[config.mk]
export PLATFORM = sky130hd
export DESIGN_NAME = pic_aux_gpio
export DESIGN_NICKNAME = d
export VERILOG_FILES = /design/src/rtl/pic_aux_gpio.sv
export SDC_FILE = /design/constraint.sdc
export NUM_CORES = 1
export LEC_CHECK = 0
export BUFFER_PORTS_ARGS = -buffer_cell sky130_fd_sc_hd__clkbuf_2
export CAP_MARGIN = 25
export CELL_PAD_IN_SITES_DETAIL_PLACEMENT = 0
export CELL_PAD_IN_SITES_GLOBAL_PLACEMENT = 1
export CORE_ASPECT_RATIO = 1.2
export CORE_MARGIN = 3
export CORE_UTILIZATION = 30
export CTS_BUF_LIST = sky130_fd_sc_hd__clkbuf_8
export DETAILED_ROUTE_END_ITERATION = 12
export PLACE_DENSITY = 0.72
export SLEW_MARGIN = 40
export SYNTH_ARGS = -nofsm -noshare
export SYNTH_HDL_FRONTEND = slang
export SYNTH_SLANG_ARGS = --single-unit
[constraint.sdc]
create_clock -name clk_i -period 2.2 [get_ports clk_i]
set_clock_uncertainty 0.05 [all_clocks]
set_input_delay 0.66 -clock clk_i [delete_from_list [all_inputs] [get_ports clk_i]]
set_output_delay 0.66 -clock clk_i [all_outputs]
set_load 0.03 [all_outputs]
[src/rtl/pic_aux_gpio.sv]
// pic_aux_gpio: aux-bus GPIO peripheral for the risc16f84 PIC core.
// Provides N_OUT read-back output ports and N_IN synchronised input ports in a
// 32-byte window at BASE_ADDR:
//   0x00+k OUT[k]  0x08+k IN[k]  0x10+k FLAG[k] (W1C)  0x18+k MASK[k]
// Build option: define AUX_GPIO_EDGE_EN to include rising-edge flags, masks
// and irq_o. Without it, offsets 0x10-0x1F read zero and irq_o is tied low.

module pic_aux_gpio #(
    parameter logic [15:0] BASE_ADDR = 16'h0000,
    parameter int unsigned N_OUT     = 1,
    parameter int unsigned N_IN      = 1,
    parameter logic [7:0]  OUT_RESET = 8'h00
) (
    input  logic              clk_i,
    input  logic              reset_i,
    input  logic              clk_en_i,
    input  logic [15:0]       aux_adr_i,
    input  logic [7:0]        aux_dat_i,
    input  logic              aux_we_i,
    input  logic              aux_re_i,
    output logic [7:0]        aux_dat_o,
    output logic              aux_dat_oe_o,
    input  logic [8*N_IN-1:0] port_i,
    output logic [8*N_OUT-1:0] port_o,
    output logic              irq_o
);

    localparam int unsigned OW = 8 * N_OUT;
    localparam int unsigned IW = 8 * N_IN;

    logic          w_hit;
    logic [1:0]    w_grp;
    logic [2:0]    w_idx;
    logic          w_wr;
    logic [7:0]    w_rdata;
    logic [OW-1:0] w_out_d;
    logic [OW-1:0] r_out;
    logic [IW-1:0] r_s1;
    logic [IW-1:0] r_s2;

    // Address decode: window hit, register group (offset[4:3]) and port index
    assign w_hit = (aux_adr_i[15:5] == BASE_ADDR[15:5]);
    assign w_grp = aux_adr_i[4:3];
    assign w_idx = aux_adr_i[2:0];
    assign w_wr  = w_hit & aux_we_i & clk_en_i;

    // Next value of the output ports; indices at or above N_OUT never match
    always_comb begin
        w_out_d = r_out;
        for (int unsigned k = 0; k < N_OUT; k++) begin
            if (w_wr && (w_grp == 2'd0) && (w_idx == 3'(k))) begin
                w_out_d[8*k +: 8] = aux_dat_i;
            end
        end
    end

    // Output port registers
    always_ff @(posedge clk_i or posedge reset_i) begin
        if (reset_i) begin
            r_out <= {N_OUT{OUT_RESET}};
        end else begin
            r_out <= w_out_d;
        end
    end

    assign port_o = r_out;

    // Two-flop synchroniser; free-running, not gated by clk_en_i
    always_ff @(posedge clk_i or posedge reset_i) begin
        if (reset_i) begin
            r_s1 <= '0;
            r_s2 <= '0;
        end else begin
            r_s1 <= port_i;
            r_s2 <= r_s1;
        end
    end

`ifdef AUX_GPIO_EDGE_EN
    logic [IW-1:0] r_s3;
    logic [IW-1:0] r_flag;
    logic [IW-1:0] r_mask;
    logic [IW-1:0] w_rise;
    logic [IW-1:0] w_clr;
    logic [IW-1:0] w_flag_d;
    logic [IW-1:0] w_mask_d;

    // Decode W1C clears and mask loads for each input port
    always_comb begin
        w_clr    = '0;
        w_mask_d = r_mask;
        for (int unsigned k = 0; k < N_IN; k++) begin
            if (w_wr && (w_idx == 3'(k))) begin
                if (w_grp == 2'd2) begin
                    w_clr[8*k +: 8] = aux_dat_i;
                end
                if (w_grp == 2'd3) begin
                    w_mask_d[8*k +: 8] = aux_dat_i;
                end
            end
        end
    end

    // A new rising edge is OR-ed in after the clear, so set beats clear
    assign w_rise   = r_s2 & ~r_s3;
    assign w_flag_d = (r_flag & ~w_clr) | w_rise;

    // Edge detector history, flags and masks
    always_ff @(posedge clk_i or posedge reset_i) begin
        if (reset_i) begin
            r_s3   <= '0;
            r_flag <= '0;
            r_mask <= '0;
        end else begin
            r_s3   <= r_s2;
            r_flag <= w_flag_d;
            r_mask <= w_mask_d;
        end
    end

    assign irq_o = |(r_flag & r_mask);
`else
    assign irq_o = 1'b0;
`endif

    // Combinational read mux; reads have no side effects
    always_comb begin
        w_rdata = 8'h00;
        if (w_hit) begin
            case (w_grp)
                2'd0: begin
                    for (int unsigned k = 0; k < N_OUT; k++) begin
                        if (w_idx == 3'(k)) w_rdata = r_out[8*k +: 8];
                    end
                end
                2'd1: begin
                    for (int unsigned k = 0; k < N_IN; k++) begin
                        if (w_idx == 3'(k)) w_rdata = r_s2[8*k +: 8];
                    end
                end
`ifdef AUX_GPIO_EDGE_EN
                2'd2: begin
                    for (int unsigned k = 0; k < N_IN; k++) begin
                        if (w_idx == 3'(k)) w_rdata = r_flag[8*k +: 8];
                    end
                end
                2'd3: begin
                    for (int unsigned k = 0; k < N_IN; k++) begin
                        if (w_idx == 3'(k)) w_rdata = r_mask[8*k +: 8];
                    end
                end
`endif
                default: w_rdata = 8'h00;
            endcase
        end
    end

    assign aux_dat_o    = w_rdata;
    assign aux_dat_oe_o = aux_re_i & w_hit;

endmodule

==> results of run 1 <==
worst max-delay path by stage:
stage             startpoint           end  slack [ns]  depth (start not counted)
5_1_grt         aux_adr_i[7]  aux_dat_o[3]       -0.30                          6
3_3_place_gp    aux_adr_i[7]  aux_dat_o[7]       -0.24                          6
3_5_place_dp    aux_adr_i[7]  aux_dat_o[5]       -0.27                          6
4_1_cts        aux_adr_i[12]  aux_dat_o[3]       -0.24                          6
2_1_floorplan   aux_adr_i[7]  aux_dat_o[0]       -0.10                          3
6_report        aux_adr_i[7]  aux_dat_o[3]       -0.24                          6
metrics by stage:
| stage | utilization [%] | instance area [sq um] | TNS (ns) | instances | hold slack (ns) |
|---|---|---|---|---|---|
| 3_3_place_gp | 50.33 | 1348 | -2.694 | 147 | 0.2814 |
| 6_report | 58.18 | 1558 | -1.830 | 153 | 0.3011 |
| 2_1_floorplan | - | 1005 | -1.174 | 60 | 0.2812 |
| 5_1_grt | 58.18 | 1558 | -2.480 | 153 | 0.3056 |
| 3_5_place_dp | 50.33 | 1348 | -3.237 | 147 | 0.2847 |
| 4_1_cts | 55.37 | 1483 | -1.969 | 152 | 0.3030 |
layout make-up:
class / instances / area (sq um) / share of cell area (%)
Inverter: 1 / 3.754 / 0.2410
Clock buffer: 4 / 55.05 / 3.534
Sequential cell: 24 / 600.6 / 38.55
Tap cell: 33 / 41.29 / 2.651
Timing Repair Buffer: 58 / 437.9 / 28.11
Multi-Input combinational cell: 33 / 419.2 / 26.91
power by group through the flow:
stage | clock network, W | logic (W) | registers [W]
2_1_floorplan | 0 | 0.0000314 | 0.000467
3_3_place_gp | 0 | 0.0000705 | 0.000467
3_5_place_dp | 0 | 0.0000724 | 0.000468
4_1_cts | 0.000295 | 0.0000728 | 0.000459
5_1_grt | 0.000315 | 0.0000810 | 0.000461
6_report | 0.000288 | 0.0000728 | 0.000459
kinds of logic (layout without fill, tap and decap cells):
group / count (synthesis) / after routing
other: 1 / 1
multiplexers: 16 / 16
AND/OR/NAND/NOR: 16 / 16
buffers and inverters: 3 / 63
flip-flops: 24 / 24
what timing repair did:
action | 4_1_cts | 5_1_grt
cloned | 0 | 1
setup buffers | 1 | 0
gates resized for setup | 17 | 19
pin swaps | 2 | 4
endpoints found under the setup margin | 9 | 15
routing by layer:
metal | share of wire (%) | up-vias | wire (um) | global-route usage (%)
li1 | - | 323 | - | -
met2 | 56 | 39 | 1180 | 23.67
met3 | 9.5 | 4 | 202 | 4.322
met4 | 1.7 | 0 | 36 | 4.559
met1 | 33 | 329 | 704 | 12.41
met5 | 0 | - | 0 | 0
critical path: cells and delay by family:
family,cells,cell delay (ns)
buffers and inverters,3,0.42
AND/OR/NAND/NOR,3,0.65
synth_stat cells:
cell type,number,area share [%]
dfrtp_1,24,68
mux2_2,8,10
mux2i_1,8,9.0
nor2_1,8,3.4
nor4_1,3,2.1
and4_2,1,1.1
buf_4,1,0.85
clkbuf_1,1,0.42
conb_1,1,0.42
inv_1,1,0.42
nand2_1,1,0.42
nand4_2,1,1.4
nor3_1,1,0.56
nor3_4,1,1.8
registers in the layout, indices dropped and copies added, names as in the netlist:
signal and count:
port_o 8, r_s1 8, r_s2 8
==> results.md, run 1 <==
- Outcome: complete, but fails checks
- Failing checks: setup timing
- Clock Path Buffers: 2
- XOR/XNOR Fraction of Synth Area: 0%
- Synth Register Bits: 24
- Final GP Congestion: 0.7024
- Per-cell routed wire length: 13.88 um
- WP data required: 1.49 ns
- Initial antenna violation count: 0
- Vert. Die Dim: 65.53 um
- Worst R2R Setup Slack: 1.35 ns
- Number of clock sinks: 24
- Routed WL: between 2000 and 2500 um
- CTS clk-pin slew, worst paths: 0.07 ns
- Kind of critical path: primary input to output port
- Fillcell total: about 210
- First-pass GRT wire length: 3546 um
- CTS tree: done
- Largest family of logic cells by synthesized area: multiplexers
- Critical path endpoint category: output port
- DR DRC count: 0
- Slowest-stage cell, CP: nor4_4
- Die W: between 50 and 60 um
- Hold_sp: r_s1[1]$_DFF_PP0_
- Min-Delay Path Class: flop to flop
- DRT iter0 DRCs: 6
- CP Data Arrival Time: 1.73 ns
- First-pass DRT Iterations: 2
- Internal power: ~0.00065 W
- IO Pins: 55
- Power share of the clock group: 35.1%
- Post-synthesis cell count: 60
- Mux contribution to synthesized area: between 15 and 20%
- Share of cells above drive strength 1: 70.83%
- Vias in the first global route: 779
- Sw frac: between 20% and 30%
- Hold depth: 0
- R2R depth: 1
- Core box area: 2678 sq um
- CP Cell Sequence: buf_6, nor4_4, nand4_4, buf_12, nor2_4, buf_8
- Worst VDD drop: 0.5284 mV
- GRT Total Usage: 12.46%
- Final Setup Violations: 9
- Max FO, Critical Path: 5
- Most frequent cells in the layout: 43 x clkbuf_2, 24 x dfrtp_1
- Syn. warnings: 0
- NumNets Final: 158
- Cell area after synthesis: 885.9 sq um
- Peak Freq: 0.4099 GHz
- # rows: 20
- Synth Area per Inst: 14.76 sq um
- Post-synthesis adder-cell area fraction: 0%
- Seq/Total Area, Yosys: 67.80%
- Unrepaired setup endpoints after global routing: true
- CP max stage delay: ~0.36 ns
- Final Hold Vio Count: 0
- Worst r2r src: port_o[2]$_DFFE_PP0P_
- Number of port buffers: 53
- Final worst slack: -0.2398 ns
- DR vias: 695
- Die area: 3644 sq um
- Root Buffer Master: clkbuf_8
- Max-slew violations: 0
- Worst r2r dst: port_o[2]$_DFFE_PP0P_
- Clock Latency Late Sink: 0.25 ns
- Largest net degree at the start of global routing: 25
- Post-synthesis compound-gate area fraction: 0%
- Netlist cell types: 14
- Initial core utilization: between 30 and 40%
- TritonCTS Buffers: 3
- P_leak: 0.7705 nW
- Vias per Instance: roughly 4.5
- Tot Pwr: 0.0008201 W
- Logic pwr share: between 8 and 9%
- H-Tree Depth: 1
- Post-Syn Nets: 97
- Area growth syn-to-layout: 75.85%
- Power Dens Cells: around 530 nW/um^2
- Sequential share of power: 56.0%
- Most common cell after layout, fill and taps aside: clkbuf_2
- Switching pwr: 0.0001709 W
- Post-layout min period: around 2.4 ns
- ANT cells: 0
- # Max-Cap Violations: 0
- Global route overflow: 0
- Place WS: -0.2681 ns
- Simple-gate share of the synthesized area: 10.88%
- Fin crit share: 110.9%
- CP Launch Type: primary input
- WHS Endpoint: r_s2[1]$_DFF_PP0_
- Antenna Violating Nets Remaining: 0
- Final HPWL DP: ~1600 um
- Cts hold-fix bufs: 0
(Power assumes the default switching activity.)
==> run 2, diff against run 1 <==
--- a/config.mk
+++ b/config.mk
@@ -15,6 +15,7 @@
 export CTS_BUF_LIST = sky130_fd_sc_hd__clkbuf_8
 export DETAILED_ROUTE_END_ITERATION = 12
 export PLACE_DENSITY = 0.72
+export SETUP_SLACK_MARGIN = 0.4
 export SLEW_MARGIN = 40
 export SYNTH_ARGS = -nofsm -noshare
 export SYNTH_HDL_FRONTEND = slang
==> run 2 against run 1 <==
Effect of this change: the flow still finishes with violations (setup timing); cell count shrank 0.65%; combinational power up 0.8%; flip-flop and latch count did not move; count of clock-buffer cells in the layout shrank 1; via count is 0.58% lower; register-to-register slack about the same; hold slack improved by 0.0013 ns; first-iteration DRC count increased by 120%; critical endpoint is now aux_dat_o[1]; highest routed layer unchanged.
==> results.md, run 2 (same netlist as run 1, synthesis figures left out) <==
- Vias in the first global route: 777 (-0.26%)
- Cts hold-fix bufs: 0 (unchanged)
- Clock Path Buffers: 2 (unchanged)
- Slowest-stage cell, CP: nor4_4
- Routed WL: 2026 um (-4.6%)
- # rows: 20 (unchanged)
- TritonCTS Buffers: 3 (unchanged)
- Core box area: 2678 sq um (unchanged)
- Final Setup Violations: 9 (unchanged)
- Max FO, Critical Path: 9 (+4)
- P_leak: 0.7534 nW (-2.2%)
- Per-cell routed wire length: 13.33 um (-4.0%)
- H-Tree Depth: 1 (unchanged)
- Number of port buffers: 53 (unchanged)
- DRT iter0 DRCs: 13 (+7)
- Worst VDD drop: 0.4753 mV (-10%)
- Unrepaired setup endpoints after global routing: true
- Tot Pwr: 0.0007782 W (-5.1%)
- GRT Total Usage: 12.17% (-0.29 points)
- Final GP Congestion: 0.8111 (+15%)
- IO Pins: 55 (unchanged)
- Initial core utilization: 33.08% (unchanged)
- Antenna Violating Nets Remaining: 0 (unchanged)
- Max-slew violations: 0 (unchanged)
- Placed cell areas: 1365 sq um (+1.3%)
- Share of cells above drive strength 1: 70.59% (-0.25 points)
- Outcome: complete, but fails checks
- Global route overflow: 0 (unchanged)
- CTS tree: done
- CP Cell Sequence: buf_6, nor4_4, nand4_4, buf_12, nor2_4, buf_8
- Final worst slack: -0.1994 ns (+0.04039 ns)
- WP data required: 1.49 ns (about the same)
- Critical path endpoint category: output port
- Largest net degree at the start of global routing: 25 (unchanged)
- # Max-Cap Violations: 0 (unchanged)
- Worst path bufs/invs: 3 (unchanged)
- Post-Layout Inst Area: 1523 sq um (-2.2%)
- Post-layout min period: 2.399 ns (-0.04039 ns)
- Crit path max-delay family: simple AND/OR/NAND/NOR gates
- Root Buffer Master: clkbuf_8
- CP Launch Type: primary input
- ANT cells: 0 (unchanged)
- Most common cell after layout, fill and taps aside: clkbuf_2
- Final HPWL DP: 1626 um (+2.5%)
- Worst R2R Setup Slack: 1.36 ns (about the same)
- Vert. Die Dim: 65.53 um (unchanged)
- Clock Latency Late Sink: 0.26 ns (about the same)
- Die W: 55.61 um (unchanged)
- Peak Freq: 0.4168 GHz (+1.7%)
- Die area: 3644 sq um (unchanged)
- Kind of critical path: primary input to output port
- DR vias: 691 (-0.58%)
- Fillcell total: 228 (+7.5%)
- First-pass GRT wire length: 3443 um (-2.9%)
- Failing checks: setup timing
- Initial antenna violation count: 0 (unchanged)
- CP Data Arrival Time: 1.69 ns (-0.04 ns)
- NumNets Final: 158 (unchanged)
- Min-Delay Path Class: flop to flop
- DR DRC count: 0 (unchanged)
- Number of clock sinks: 24 (unchanged)
- First-pass DRT Iterations: 2 (unchanged)
- Power Dens Cells: 511.0 nW/um^2 (-2.9%)
- Most frequent cells in the layout: 43 x clkbuf_2, 24 x dfrtp_1
- Fin crit share: 109.1% (-1.8 points)
- Final Hold Vio Count: 0 (unchanged)
- Vias per Instance: 4.546 (about the same)
- Area growth syn-to-layout: 71.89%
- CP max stage delay: 0.37 ns (about the same)
- CTS clk-pin slew, worst paths: 0.08 ns (about the same)
-- run 2: changes by cell type in the layout (fill, tap and decap cells not counted) --
cell | before | now
buf_12 | 2 | 1
clkbuf_4 | 1 | 0
buf_6 | 2 | 4
and4_2 | 1 | 0
and4_4 | 0 | 1
buf_4 | 1 | 2
clkbuf_8 | 4 | 3
clkbuf_16 | 1 | 0
-- run 2: repair_timing --
action,4_1_cts,5_1_grt
endpoints found under the setup margin,17,17
pin swaps,2,2
resized for setup,21,13
setup buffers,0,1
-- run 2: report_power, final --
group,internal (W),switching (W)
combinational,0.0000344,0.0000390
sequential,0.000455,0.00000350
clock,0.000122,0.000124
-- run 2: final timing paths --
| kind | to | cells past startpoint | from |
|---|---|---|---|
| worst min register to register | r_s2[0]$_DFF_PP0_ | 0 | r_s1[0]$_DFF_PP0_ |
| worst max-delay path | aux_dat_o[1] | 6 | aux_adr_i[11] |
| worst max register to register | port_o[0]$_DFFE_PP0P_ | 1 | port_o[0]$_DFFE_PP0P_ |
| min in group asynchronous | r_s1[3]$_DFF_PP0_ | 3 | reset_i |
| max in group asynchronous | r_s2[7]$_DFF_PP0_ | 3 | reset_i |
| worst min-delay path | r_s2[0]$_DFF_PP0_ | 0 | r_s1[0]$_DFF_PP0_ |
-- run 2: layout make-up --
type | count | area, sq um | share of cell area, %
timing repair buffer | 58 | 415.4 | 27.28
inverter | 1 | 3.754 | 0.2465
multi-input combinational | 33 | 420.4 | 27.61
clock buffer | 3 | 41.29 | 2.712
sequential | 24 | 600.6 | 39.44
tap | 33 | 41.29 | 2.712
-- run 2: routing by layer --
layer  GRT usage (%)  up-vias  part of all wire (%)
li1                -      324                     -
met1           13.77      322                    37
met2           21.15       43                    51
met3           4.126        2                    11
met4           4.559        0                  0.54
met5               0        -                     0
-- run 2: stage by stage --
stage / hold slack (ns) / cells / TNS (ns) / utilization (%) / setup WS, ns
after floorplan: 0.2812 / 60 / -1.267 / - / -0.09841
after CTS: 0.3042 / 151 / -1.976 / 55.79 / -0.2425
after global routing: 0.3076 / 152 / -2.118 / 56.87 / -0.2635
after global placement: 0.2813 / 148 / -1.845 / 50.98 / -0.2250
final: 0.3024 / 152 / -1.608 / 56.87 / -0.1994
after detailed placement: 0.2863 / 148 / -2.514 / 50.98 / -0.2623
==> run 3, diff against run 2 <==
--- a/config.mk
+++ b/config.mk
@@ -10,10 +10,10 @@
 export CELL_PAD_IN_SITES_DETAIL_PLACEMENT = 0
 export CELL_PAD_IN_SITES_GLOBAL_PLACEMENT = 1
 export CORE_ASPECT_RATIO = 1.2
-export CORE_MARGIN = 3
 export CORE_UTILIZATION = 30
 export CTS_BUF_LIST = sky130_fd_sc_hd__clkbuf_8
 export DETAILED_ROUTE_END_ITERATION = 12
+export GPL_ROUTABILITY_DRIVEN = 0
 export PLACE_DENSITY = 0.72
 export SETUP_SLACK_MARGIN = 0.4
 export SLEW_MARGIN = 40
==> run 3 against run 2 <==
Effect of this change: the run still ends with setup timing left; sequential share of layout area increased by 0.26 points; cell count up 0.66%; final area down 0.66%; flip-flop and latch count is the same; combinational power down 3%; first-iteration DRC count is 31% lower; hold slack got worse by 0.00077 ns; via count decreased by 3.2%; largest cell class unchanged.
==> results.md, run 3 (same netlist as run 1, synthesis figures left out) <==
- Vert. Die Dim: 61.53 um (-6.1%)
- Fillcell total: 245 (+7.5%)
- Worst R2R Setup Slack: 1.34 ns (-0.02 ns)
- CP Data Arrival Time: 1.65 ns (-0.04 ns)
- First-pass DRT Iterations: 2 (unchanged)
- Reg area: 600.6 sq um (unchanged)
- Multi-input gate area: 419.2 sq um (-0.30%)
- Final HPWL DP: 1513 um (-7.0%)
- DR DRC count: 0 (unchanged)
- Hold slack: 0.3016 ns (-0.0007690 ns)
- Initial core utilization: 31.51% (-1.6 points)
- Vias per Instance: 4.373 (-3.8%)
- CTS tree: done
- Unrepaired setup endpoints after global routing: true
- Placed cell areas: 1366 sq um (about the same)
- Critical Path End: aux_dat_o[4]
- WP data required: 1.49 ns (about the same)
- Most common cell after layout, fill and taps aside: clkbuf_2
- Most frequent cells in the layout: 44 x clkbuf_2, 24 x dfrtp_1
- First-pass GRT wire length: 3008 um (-13%)
- Share of cells above drive strength 1: 70.59% (unchanged)
- Antenna Violating Nets Remaining: 0 (unchanged)
- CTS clk-pin slew, worst paths: 0.07 ns (about the same)
- Vias in the first global route: 724 (-6.8%)
- Max-slew violations: 0 (unchanged)
- Final Setup Violations: 9 (unchanged)
- # rows: 21 (+5.0%)
- IO Pins: 55 (unchanged)
- Worst r2r src: port_o[6]$_DFFE_PP0P_
- Worst VDD drop: 0.4419 mV (-7.0%)
- CP Launch Type: primary input
- Number of clock sinks: 24 (unchanged)
- Per-cell routed wire length: 12.75 um (-4.3%)
- Routed WL: 1951 um (-3.7%)
- GRT Total Usage: 13.68% (+1.5 points)
- Post-layout min period: 2.363 ns (-0.03615 ns)
- Core box area: 2811 sq um (+5.0%)
- H-Tree Depth: 1 (unchanged)
- Failing checks: setup timing
- R2R depth: 1 (unchanged)
- Largest net degree at the start of global routing: 25 (unchanged)
- Global route overflow: 0 (unchanged)
- Final Hold Vio Count: 0 (unchanged)
- NumNets Final: 158 (unchanged)
- Peak Freq: 0.4231 GHz (+1.5%)
- Critical path endpoint category: output port
- ANT cells: 0 (unchanged)
- Fin crit share: 107.4% (-1.6 points)
- # Max-Cap Violations: 0 (unchanged)
- Die W: 51.61 um (-7.2%)
- Cts hold-fix bufs: 0 (unchanged)
- Final worst slack: -0.1633 ns (+0.03615 ns)
- Power Dens Cells: 510.4 nW/um^2 (-0.12%)
- Outcome: complete, but fails checks
- Root Buffer Master: clkbuf_8
- TritonCTS Buffers: 3 (unchanged)
- P_leak: 0.7495 nW (-0.51%)
- Max FO, Critical Path: 9 (unchanged)
- DRT iter0 DRCs: 9 (-4)
- Crit path launch: aux_adr_i[11]
- Clock Path Buffers: 2 (unchanged)
- Post-Layout Inst Area: 1513 sq um (-0.66%)
- Min-Delay Path Class: flop to flop
- Area growth syn-to-layout: 70.76%
- Clock Latency Late Sink: 0.26 ns (about the same)
- Die area: 3175 sq um (-13%)
- Kind of critical path: primary input to output port
- Worst r2r dst: port_o[6]$_DFFE_PP0P_
- DR vias: 669 (-3.2%)
- Number of port buffers: 53 (unchanged)
- Initial antenna violation count: 0 (unchanged)
[run 3: changes by cell type in the layout (fill, tap and decap cells not counted)]
cell / delta
and4_4: -1
buf_6: -2
clkbuf_2: +1
and4_2: +1
clkbuf_4: +1
[run 3: critical path, cell delays in order]
cell      delay, ns
clkbuf_2       0.10
nor4_4         0.35
nand4_4        0.13
buf_12         0.18
nor2_4         0.10
buf_8          0.13
[run 3: metrics by stage]
step / TNS (ns) / util [%] / cells / power, W / setup slack (ns)
finish: -1.305 / 53.81 / 153 / 0.0007721 / -0.1633
global route: -1.806 / 53.81 / 153 / 0.0008053 / -0.2248
CTS: -1.622 / 53.18 / 152 / 0.0007862 / -0.2027
detailed placement: -2.315 / 48.60 / 149 / 0.0005413 / -0.2390
global placement: -1.880 / 48.60 / 149 / 0.0005389 / -0.2165
floorplan: -1.267 / - / 60 / 0.0004985 / -0.09841
[run 3: cell type report]
type	instances	share of cell area (%)
multi-input cells	33	27.71
flip-flops and latches	24	39.70
clock buffers	3	2.730
inverters	1	0.2481
repair buffers	58	26.80
well taps	34	2.812
[run 3: power breakdown]
group	switching [W]	internal [W]	leakage [nW]
Sequential	0.00000347	0.000456	0.298
Clock	0.000120	0.000122	0.0216
Combinational	0.0000382	0.0000333	0.430
Total	0.000161	0.000611	0.750
[run 3: worst min path at each step]
stage                                  from                end  slack [ns]  depth (start not counted)
after floorplan           r_s1[0]$_DFF_PP0_  r_s2[0]$_DFF_PP0_        0.28                          0
after global placement    r_s1[4]$_DFF_PP0_  r_s2[4]$_DFF_PP0_        0.28                          0
after detailed placement  r_s1[6]$_DFF_PP0_  r_s2[6]$_DFF_PP0_        0.29                          0
after CTS                 r_s1[2]$_DFF_PP0_  r_s2[2]$_DFF_PP0_        0.30                          0
after global routing      r_s1[2]$_DFF_PP0_  r_s2[2]$_DFF_PP0_        0.31                          0
final                     r_s1[1]$_DFF_PP0_  r_s2[1]$_DFF_PP0_        0.30                          0
[run 3: timing repair]
item,in CTS,in global routing
setup buffers,0,1
cloned,0,0
setup endpoints to repair,17,17
pin swaps,1,1
gates resized for setup,21,8
[run 3: metal layers]
| metal | up-vias | GRT usage (%) | share of wire [%] | wire length [um] |
|---|---|---|---|---|
| met5 | - | 0 | 0 | 0 |
| met4 | 0 | 8.108 | 0.97 | 19 |
| met3 | 2 | 1.975 | 7.1 | 138 |
| met1 | 309 | 13.03 | 35 | 692 |
| li1 | 324 | - | - | - |
| met2 | 34 | 27.46 | 56 | 1100 |
